File: src/rtl/ifetch_queue.sv
// Instruction fetch unit with an in-order prefetch queue.
// It keeps at most one memory request in flight, accepts redirects, and presents the queue head to decode.
module ifetch_queue #(
  parameter int unsigned            ADDR_WIDTH = 32,
  parameter int unsigned            DEPTH      = 4,
  parameter logic [ADDR_WIDTH-1:0]  RESET_PC   = '0
) (
  input  logic                          clock,
  input  logic                          reset,
  output logic                          imem_req,
  output logic [ADDR_WIDTH-1:0]         imem_addr,
  input  logic                          imem_ready,
  input  logic                          imem_valid,
  input  logic [31:0]                   imem_rdata,
  input  logic                          redirect,
  input  logic [ADDR_WIDTH-1:0]         redirect_pc,
  output logic                          inst_valid,
  output logic [31:0]                   inst,
  output logic [ADDR_WIDTH-1:0]         inst_pc,
  output logic [ADDR_WIDTH-1:0]         link_addr,
  input  logic                          inst_ready,
  output logic [$clog2(DEPTH):0]        queue_count,
  output logic [1:0]                    fsm_state
);

  localparam int unsigned PW = $clog2(DEPTH);
  localparam int unsigned CW = PW + 1;
  localparam logic [CW-1:0] FULL = CW'(DEPTH);
  localparam logic [ADDR_WIDTH-1:0] FOUR = ADDR_WIDTH'(4);

  typedef enum logic [1:0] {
    S_FETCH   = 2'd0,
    S_WAIT    = 2'd1,
    S_DISCARD = 2'd2
  } state_e;

  state_e                  state_q, state_d;
  logic [ADDR_WIDTH-1:0]   pc_q, pc_d;
  logic [ADDR_WIDTH-1:0]   req_pc_q, req_pc_d;
  logic                    stale_q, stale_d;
  logic [PW-1:0]           head_q, head_d;
  logic [PW-1:0]           tail_q, tail_d;
  logic [CW-1:0]           count_q, count_d;
  logic [ADDR_WIDTH-1:0]   mem_pc_q   [DEPTH];
  logic [31:0]             mem_data_q [DEPTH];

  logic head_valid;
  logic accept;
  logic push;
  logic pop;
  logic fresh_resp;
  logic unused_ok;

  assign unused_ok = ^redirect_pc[1:0];

  // At most one request in flight, so in FETCH nothing is pending and count alone bounds the queue.
  assign imem_req   = reset && (state_q == S_FETCH) && !redirect && (count_q < FULL);
  assign accept     = imem_req && imem_ready;
  assign head_valid = (count_q != '0);

  // stale_q marks a response still owed for a request issued before a reset.
  assign fresh_resp = imem_valid && !stale_q;
  assign push       = reset && (state_q == S_WAIT) && fresh_resp && !redirect;
  assign pop        = reset && head_valid && inst_ready && !redirect;

  always_comb begin
    state_d  = state_q;
    pc_d     = pc_q;
    req_pc_d = req_pc_q;
    stale_d  = stale_q;
    head_d   = head_q;
    tail_d   = tail_q;
    count_d  = count_q;

    if (imem_valid && stale_q) begin
      stale_d = 1'b0;
    end

    case (state_q)
      S_FETCH: begin
        if (accept) state_d = S_WAIT;
      end
      S_WAIT: begin
        if (fresh_resp)    state_d = S_FETCH;
        else if (redirect) state_d = S_DISCARD;
      end
      S_DISCARD: begin
        if (fresh_resp) state_d = S_FETCH;
      end
      default: state_d = S_FETCH;
    endcase

    if (accept) begin
      pc_d     = pc_q + FOUR;
      req_pc_d = pc_q;
    end

    // Redirect flushes the queue and overrides any push, pop or PC increment.
    if (redirect) begin
      pc_d    = {redirect_pc[ADDR_WIDTH-1:2], 2'b00};
      head_d  = '0;
      tail_d  = '0;
      count_d = '0;
    end else begin
      if (push) tail_d = tail_q + 1'b1;
      if (pop)  head_d = head_q + 1'b1;
      count_d = count_q + CW'(push) - CW'(pop);
    end
  end

  always_ff @(posedge clock) begin
    if (!reset) begin
      state_q  <= S_FETCH;
      pc_q     <= RESET_PC;
      req_pc_q <= RESET_PC;
      head_q   <= '0;
      tail_q   <= '0;
      count_q  <= '0;
      stale_q  <= ((state_q != S_FETCH) || stale_q) && !imem_valid;
    end else begin
      state_q  <= state_d;
      pc_q     <= pc_d;
      req_pc_q <= req_pc_d;
      head_q   <= head_d;
      tail_q   <= tail_d;
      count_q  <= count_d;
      stale_q  <= stale_d;
    end
  end

  always_ff @(posedge clock) begin
    if (push) begin
      mem_pc_q[tail_q]   <= req_pc_q;
      mem_data_q[tail_q] <= imem_rdata;
    end
  end

  // Outputs are forced to their idle values while reset is held low.
  assign inst_valid  = reset && head_valid;
  assign inst        = inst_valid ? mem_data_q[head_q] : '0;
  assign inst_pc     = inst_valid ? mem_pc_q[head_q] : '0;
  assign link_addr   = inst_valid ? (mem_pc_q[head_q] + FOUR) : '0;
  assign imem_addr   = reset ? pc_q : RESET_PC;
  assign queue_count = reset ? count_q : '0;
  assign fsm_state   = state_q;

endmodule

File: config.mk
export PLATFORM = sky130hd
export DESIGN_NAME = ifetch_queue
export DESIGN_NICKNAME = d
export VERILOG_FILES = /design/src/rtl/ifetch_queue.sv
export SDC_FILE = /design/constraint.sdc
export NUM_CORES = 1
export LEC_CHECK = 0
export BUFFER_PORTS_ARGS = -buffer_cell sky130_fd_sc_hd__buf_2
export CORE_UTILIZATION = 57
export DETAILED_ROUTE_END_ITERATION = 12
export PLACE_DENSITY = 0.87
export SLEW_MARGIN = 20
export SYNTH_ARGS = -nofsm -noshare
export SYNTH_HDL_FRONTEND = slang
export SYNTH_SLANG_ARGS = --single-unit
File: constraint.sdc
create_clock -name clock -period 4.35 [get_ports clock]
set_clock_uncertainty 0.2 [all_clocks]
set_input_delay 0.87 -clock clock [delete_from_list [all_inputs] [get_ports clock]]
set_output_delay 0.87 -clock clock [all_outputs]
set_load 0.02 [all_outputs]
==> results of run 1 <==
[final timing paths]
path | endpoint | slack (ns) | from | depth (start not counted)
max | link_addr[30] | 0.20 | register | 8
min | req_pc_q[24] | 0.31 | req_pc_q[24] | 2
max reg2reg | count_q[2] | 1.58 | stale_q | 12
min reg2reg | req_pc_q[24] | 0.31 | req_pc_q[24] | 2
[worst register-to-register path, stage by stage (launching register included)]
cell and delay [ns]:
edfxtp_1 0.42, nand2b_1 0.20, nor4bb_1 0.27, buf_4 0.19, inv_1 0.05, ha_1 0.29
inv_1 0.06, ha_1 0.13, inv_1 0.05, fa_1 0.39, xor2_1 0.21, xnor2_1 0.14
nor2_1 0.05
[power by group through the flow]
stage	logic, W	registers [W]	clock network (W)
3_3_place_gp	0.000172	0.00340	0
5_1_grt	0.000200	0.00334	0.00297
6_report	0.000182	0.00334	0.00281
3_5_place_dp	0.000179	0.00340	0
2_1_floorplan	0.000109	0.00339	0
4_1_cts	0.000181	0.00333	0.00287
[metal layers]
metal  up-vias  wire (µm)
met5         -          0
met4         0        331
met3        24       2640
met2       400      14300
met1      4249      12200
li1       3998          -
[placed cells by master (no fill, tap or decap), drive strengths merged, types with 4 or more instances in the layout]
cell type	instances
edfxtp	249
buf	220
nand2	108
dfxtp	71
nor2	64
nor2b	62
mux4	62
a21oi	54
and2	42
clkbuf	37
xnor2	28
o21ai	21
nand3	20
nor3	13
inv	13
and3	13
nor4	11
a31oi	10
xor2	9
ha	8
bufinv	7
clkinv	7
and4	7
conb	6
nand4	4
or3	4
nand4b	4
clkinvlp	4
mux2	4
[registers in the layout, summed over array words and instances (netlist names), named ones only]
signal / flops
count_q: 3
fsm_state: 2
head_q: 2
mem_data_q: 128
mem_pc_q: 120
pc_q: 30
req_pc_q: 30
stale_q: 1
tail_q: 2
[repair_timing]
action                     4_1_cts  5_1_grt
resized for setup                0        2
setup buffers                    0        8
setup endpoints to repair        0        9
[cell families (layout without fill, tap and decap cells)]
group / after synthesis / count (layout) / synth area share (%)
other: 1 / 6 / 0.0273
xor gates and xnor gates: 37 / 37 / 2.36
DFF: 320 / 320 / 64.9
muxes: 68 / 68 / 10.9
buffers and inverters: 73 / 288 / 2.68
and+or+nand+nor: 359 / 359 / 13.9
AOI/OAI and AO/OA: 104 / 104 / 4.35
adders and majority gates: 9 / 9 / 0.876
[per-stage QoR]
stage | setup WS (ns) | cell area, µm² | utilization (%) | std cells
finish | 0.198 | 16200 | 68.7 | 1510
global route | 0.0531 | 16200 | 68.7 | 1510
CTS | 0.000580 | 16100 | 68.4 | 1502
detailed placement | 0.618 | 15000 | 63.8 | 1447
global placement | 0.611 | 15000 | 63.8 | 1447
floorplan | 0.578 | 13700 | - | 976
[layout make-up]
class | count | area (µm²)
Clock buffer | 37 | 798
Clock inverter | 18 | 270
Sequential cell | 320 | 8910
Inverter | 13 | 48.8
Multi-Input combinational cell | 583 | 4490
Tap cell | 319 | 399
Fill cell | 1599 | 7370
Timing Repair Buffer | 220 | 1260
==> metrics.txt, run 1 <==
vias in the first global route=8,353; Area growth, synth to finish=17.9%; maximum root-to-sink buffer count=3; core area=23,500 µm²; EDFF count, synth=249; Hold Fails Final Rpt=0; Clock Power Share=44.4%; GR Overflow Total=0; sequential share of the synthesized area=64.9%; clk slew on worst S/H paths=0.06 ns; static leakage=5.80 nW; worst vdd ir=0.000248 V; # DRC=0; Iteration-0 DRC Markers=687; Slowest-stage cell, CP=nor4_1; Die H=157 µm; met2 GRT Util=39.9%; Cell Int Power=0.00508 W; top post-synthesis cells by count=249 x edfxtp_1, 106 x nand2_1, 71 x dfxtp_1; Clock Latency Late Sink=0.56 ns; Synth Register Bits=320; final RePlAce weighted congestion=0.863; power per cell area=391 nW/µm²; Num Clock Sinks=320; met1 usage=33.7%; Wirelength per Cell=19.5 µm; Yosys Warn Count=0; CP cell instances=buf_12 -> mux4_1 -> and4_4 -> nand3_2 -> nor4_1 -> xnor2_1 -> nor2_1 -> buf_2; post-route total power=0.00632 W; setup TNS=0 ns; Setup CP Type=reg2out; hold slack=0.306 ns; Final ANT Viol Nets=0; Final Cycle Share=95.5%; # hold bufs at CTS=0; crit path buf inv count=2; H-tree depth=1; Yosys cell types=61; Psw=0.00124 W; post-layout minimum cycle time=4.15 ns; Nets=1,247; Post-Route WL=29,400 µm; synthesized area per cell=14.1 µm²; hold crit path type=reg2reg; Arrival @ worst endpoint=3.08 ns; Root Buffer=clkbuf_16; Cells after Synth=971; Area contributors post-synth=edfxtp_1 55%, dfxtp_1 10%, mux4_2 8.7%; via count=8,671; Fmax=0.241 GHz; drt pass-1 iters=5; max-cap viol count=0; All-Layer GR Usage=24.1%; crit path capture type=output port; gr busiest metal=met2; Max-slew headroom=54.6%; most frequent cell after synthesis=edfxtp_1; io pins=205; Initial Utilization=58.3%; ys async rst share=0%; Die ar.=24,700 µm²; antenna cells=0; top_reg_cell synth=edfxtp_1; Comb pwr share=2.9%; Worst EP required=3.28 ns; Sequential Power Share=52.8%; dominant cell type by area after synthesis=edfxtp_1; Worst setup SP type=register; Port Buffers=196; worst stage delay on the critical path=0.48 ns; die boundary width=157 µm; mapped cell area=13,700 µm²; DP Wirelength=18,100 µm; RSZ-0062 raised after global routing=no; CTS tree=done; share of layout cells above drive strength 1=29.2%; CP Max Fanout=11; vias per std cell=5.74; outcome=complete, no violations; GR Util met3=4.10%; Yosys top cell area share=54.5%; Final Max Slew Viols=0; Rows=56; endpoints failing setup=0; initial antenna violation count=0; Slew @ Worst Pin=0.676 ns; Top Family by Delay on Critical Path=simple AND/OR/NAND/NOR gates; Inserted Clock Buffers=30; global-route wire length before repair=45,300 µm; largest net degree at the start of global routing=93; sw frac=19.7%
No activity file was read; power rests on OpenSTA's default activity.
==> inputs of run 2 (changes only) <==
Settings changed: CELL_PAD_IN_SITES_DETAIL_PLACEMENT set to 0, CELL_PAD_IN_SITES_GLOBAL_PLACEMENT set to 1, CORE_UTILIZATION 57 to 47.
==> metrics.txt, run 2 (synthesized netlist as in run 1, its figures left out) <==
hold slack=0.297 ns (-0.00909 ns); FF-to-FF Start=stale_q; crit path buf inv count=3 (+1); CP Max Fanout=19 (+8); vias in the first global route=8,274 (-0.95%); All-Layer GR Usage=19.6% (-4.5 points); via count=8,542 (-1.5%); Slew @ Worst Pin=0.712 ns (+0.0368 ns); Root Buffer=clkbuf_16; global-route wire length before repair=46,300 µm (+2.2%); Iteration-0 DRC Markers=658 (-4.2%); max reg flops=128 (unchanged); final core utilization=56.3% (-12 points); drt pass-1 iters=5 (unchanged); share of layout cells above drive strength 1=28.6% (-0.59 points); Die ar.=29,900 µm² (+21%); final RePlAce weighted congestion=0.811 (-6.1%); Arrival @ worst endpoint=3.08 ns (about the same); most frequent cells in the layout=249 x edfxtp_1, 196 x buf_2, 106 x nand2_1; core area=28,700 µm² (+22%); RSZ-0062 raised after global routing=no; Largest regs=mem_data_q: 128 flops, mem_pc_q: 120 flops; Post-Route WL=29,500 µm (+0.35%); outcome=complete, no violations; crit path capture type=output port; worst vdd ir=0.000281 V (+13%); hold crit path type=reg2reg; post-route total power=0.00630 W (-0.38%); initial antenna violation count=0 (unchanged); Biggest register=mem_data_q; Final Max Slew Viols=0 (unchanged); setup TNS=0 ns (unchanged); Die H=173 µm (+10%); Most common cell on crit path=buf_4; Max-slew headroom=52.3% (-2.3 points); Port Buffers=196 (unchanged); Worst setup SP type=register; Setup CP Type=reg2out; fillers=2,334 (+46%); io pins=205 (unchanged); Final ANT Viol Nets=0 (unchanged); # hold bufs at CTS=0 (unchanged); clk slew on worst S/H paths=0.06 ns (about the same); Post-CTS Setup Inserts=0 (unchanged); Rows=62 (+11%); endpoints failing setup=0 (unchanged); H-tree depth=2 (+1); maximum root-to-sink buffer count=3 (unchanged); GR Overflow Total=0 (unchanged); Worst EP required=3.28 ns (about the same); Clock Latency Late Sink=0.50 ns (-0.06 ns); commonest non-fill, non-tap cell in the layout=edfxtp_1; Final Cycle Share=95.3% (-0.11 points); worst stage delay on the critical path=0.65 ns (+0.17 ns); Slowest-stage cell, CP=dfxtp_2; CTS tree=done; post-layout minimum cycle time=4.15 ns (-0.00472 ns); static leakage=5.77 nW (-0.55%); Wirelength per Cell=18.8 µm (-3.8%); CP cell instances=buf_4 -> buf_4 -> mux4_2 -> and4_1 -> nand4_1 -> nand3b_1 -> mux2_1 -> buf_2; max-cap viol count=0 (unchanged); vias per std cell=5.42 (-5.6%); Hold Fails Final Rpt=0 (unchanged); die boundary width=173 µm (+10%); # DRC=0 (unchanged); Num Clock Sinks=320 (unchanged); largest net degree at the start of global routing=93 (unchanged); antenna cells=0 (unchanged); Area growth, synth to finish=17.9% (about the same); hold_sp=req_pc_q[24]; Initial Utilization=47.8% (-10 points); Inserted Clock Buffers=34 (+13%); post_cts resized=0 (unchanged); power per cell area=390 nW/µm² (-0.36%); Top Family by Delay on Critical Path=flip-flops; Fmax=0.241 GHz (+0.11%); DP Wirelength=18,700 µm (+3.0%); Nets=1,245 (-0.16%)
==> run 2: cell count changes in the layout (fill, tap and decap cells not counted), moves of 2 or more <==
cell        change
clkinv_1        +2
clkbuf_1        +5
clkbuf_16       +4
buf_4           -2
bufinv_16       -4
buf_12          -3
clkinvlp_4      -2
==> run 2: path summary, 6_finish.rpt <==
kind	cells past startpoint	slack, ns	to
max	8	0.20	link_addr[31]
min	2	0.30	req_pc_q[24]
max reg2reg	12	1.57	count_q[2]
min reg2reg	2	0.30	req_pc_q[24]
==> run 2: stage by stage <==
step	worst slack, ns	instance area (µm²)	cells
floorplan	0.578	13700	976
global placement	0.698	15100	1514
detailed placement	0.681	15100	1514
CTS	0.147	16200	1575
global route	0.0256	16200	1575
finish	0.203	16200	1575
==> run 2: layout make-up <==
cell class | count | area [µm²] | area share, %
Clock buffer | 46 | 917 | 5.67
Clock inverter | 15 | 155 | 0.960
Inverter | 13 | 48.8 | 0.302
Multi-Input combinational cell | 583 | 4490 | 27.7
Sequential cell | 320 | 8900 | 55.1
Tap cell | 384 | 480 | 2.97
Timing Repair Buffer | 214 | 1180 | 7.29
==> run 2: worst register-to-register path, delay by kind of cell, from the launching register on <==
kind | cells | cell delay, ns
buffers and inverters | 4 | 0.35
XOR/XNOR | 2 | 0.33
flip-flops | 1 | 0.42
adder cells (fa/ha/maj) | 3 | 0.77
AND/OR/NAND/NOR | 3 | 0.59
==> run 2: routing by layer <==
metal	vias up	track usage, %	wire length, µm
li1	3991	-	-
met1	4157	29.1	13500
met2	353	29.8	13200
met3	41	3.91	2280
met4	0	4.87	504
met5	-	0	0
==> run 2: power by group <==
group          switching, W  internal, W  total, W
Sequential        0.0000393      0.00330   0.00334
Combinational      0.000113    0.0000680  0.000181
Clock               0.00112      0.00166   0.00278
==> inputs of run 3 (changes only) <==
Settings changed: CELL_PAD_IN_SITES_DETAIL_PLACEMENT 0 to 1.
==> metrics.txt, run 3 (synthesized netlist as in run 1, its figures left out) <==
Clock Latency Late Sink=0.50 ns (about the same); GR Overflow Total=0 (unchanged); Max-slew headroom=50.5% (-1.8 points); Rows=62 (unchanged); max-cap viol count=0 (unchanged); initial antenna violation count=0 (unchanged); DP Wirelength=21,600 µm (+16%); Num Clock Sinks=320 (unchanged); static leakage=5.75 nW (-0.28%); Wirelength per Cell=20.8 µm (+11%); placed instance count=1,514 (unchanged); Post-Route WL=32,800 µm (+11%); Slew @ Worst Pin=0.736 ns (+0.0238 ns); Die H=173 µm (unchanged); endpoints failing setup=0 (unchanged); power per cell area=384 nW/µm² (-1.4%); Worst setup SP type=register; Hold Fails Final Rpt=0 (unchanged); Final Cycle Share=96.3% (+0.98 points); Nets=1,246 (+0.080%); commonest non-fill, non-tap cell in the layout=edfxtp_1; post_cts resized=0 (unchanged); post-place setup slack=0.662 ns (-0.0192 ns); outcome=complete, no violations; All-Layer GR Usage=22.0% (+2.4 points); vias in the first global route=9,017 (+9.0%); Finished Layout Cells=1,576 (+0.063%); final RePlAce weighted congestion=0.811 (unchanged); final core utilization=56.2% (-0.14 points); H-tree depth=2 (unchanged); CTS tree=done; global-route wire length before repair=51,400 µm (+11%); antenna cells=0 (unchanged); clk slew on worst S/H paths=0.06 ns (about the same); Post-CTS Setup Inserts=0 (unchanged); Iteration-0 DRC Markers=599 (-9.0%); Initial Utilization=47.8% (unchanged); maximum root-to-sink buffer count=3 (unchanged); worst vdd ir=0.000214 V (-24%); Area growth, synth to finish=17.6%; die boundary width=173 µm (unchanged); drt pass-1 iters=4 (-1); via count=8,688 (+1.7%); max reg flops=128 (unchanged); CP Max Fanout=17 (-2); Port Buffers=196 (unchanged); Largest regs=mem_data_q: 128 flops, mem_pc_q: 120 flops; core area=28,700 µm² (unchanged); share of layout cells above drive strength 1=28.4% (-0.28 points); most frequent cells in the layout=249 x edfxtp_1, 196 x buf_2, 106 x nand2_1; io pins=205 (unchanged); hold crit path type=reg2reg; Final ANT Viol Nets=0 (unchanged); Die ar.=29,900 µm² (unchanged); Setup CP Type=reg2out; Biggest register=mem_data_q; post-layout minimum cycle time=4.19 ns (+0.0428 ns); # DRC=0 (unchanged); Worst EP required=3.28 ns (about the same); setup TNS=0 ns (unchanged); Fmax=0.239 GHz (-1.0%); largest net degree at the start of global routing=93 (unchanged); RSZ-0062 raised after global routing=no; Final Worst Setup Slack=0.160 ns (-0.0428 ns); crit path capture type=output port; Final Max Slew Viols=0 (unchanged); # hold bufs at CTS=0 (unchanged); vias per std cell=5.51 (+1.6%); Inserted Clock Buffers=35 (+2.9%); Root Buffer=clkbuf_16; post-route total power=0.00620 W (-1.6%); Arrival @ worst endpoint=3.12 ns (+0.04 ns)
[run 3: changes by cell type in the layout (fill, tap and decap cells not counted)]
cell | previous run | this run
bufinv_16 | 3 | 0
clkbuf_1 | 11 | 12
clkbuf_16 | 35 | 37
clkinv_1 | 4 | 7
clkinvlp_4 | 1 | 0
dfxtp_2 | 1 | 0
dfxtp_4 | 1 | 2
inv_6 | 1 | 0
[run 3: final cells by class]
class | instances | area, µm²
fill | 2880 | 12600
clock inverter | 13 | 60.1
sequential | 320 | 8910
clock buffer | 49 | 971
tap | 384 | 480
timing repair buffer | 214 | 1180
multi-input combinational | 583 | 4490
inverter | 13 | 48.8
[run 3: worst max-delay path, stage by stage (launching register included)]
cell	delay [ns]
dfxtp_4	0.47
buf_4	0.38
mux4_1	0.70
and4_4	0.24
nand2_4	0.15
nor3_4	0.07
nand3b_1	0.12
mux2_1	0.33
buf_2	0.16
[run 3: per-stage QoR]
stage | hold slack [ns] | area, µm²
2_1_floorplan | 0.259 | 13700
3_3_place_gp | 0.274 | 15100
3_5_place_dp | 0.302 | 15100
4_1_cts | 0.316 | 16100
5_1_grt | 0.331 | 16100
6_report | 0.312 | 16100
[run 3: final timing paths]
check | from | endpoint | slack (ns) | depth (start not counted)
worst max-delay path | register | link_addr[31] | 0.16 | 8
worst min-delay path | req_pc_q[24] | req_pc_q[24] | 0.31 | 2
worst max register to register | stale_q | count_q[2] | 1.58 | 12
worst min register to register | req_pc_q[24] | req_pc_q[24] | 0.31 | 2
[run 3: where the power goes]
part / internal (W) / switching, W / total [W]
combinational: 0.0000680 / 0.000115 / 0.000183
clock: 0.00155 / 0.00112 / 0.00268
sequential: 0.00330 / 0.0000403 / 0.00334
total: 0.00492 / 0.00128 / 0.00620
[run 3: per-layer routing]
metal  track usage, %  vias up  wire (µm)  part of all wire (%)
met4             5.35        0        537                   1.6
met5                0        -          0                     0
met2             36.2      324      15600                    48
met3             3.39       43       1960                   6.0
li1                 -     3991          -                     -
met1             30.9     4330      14700                    45
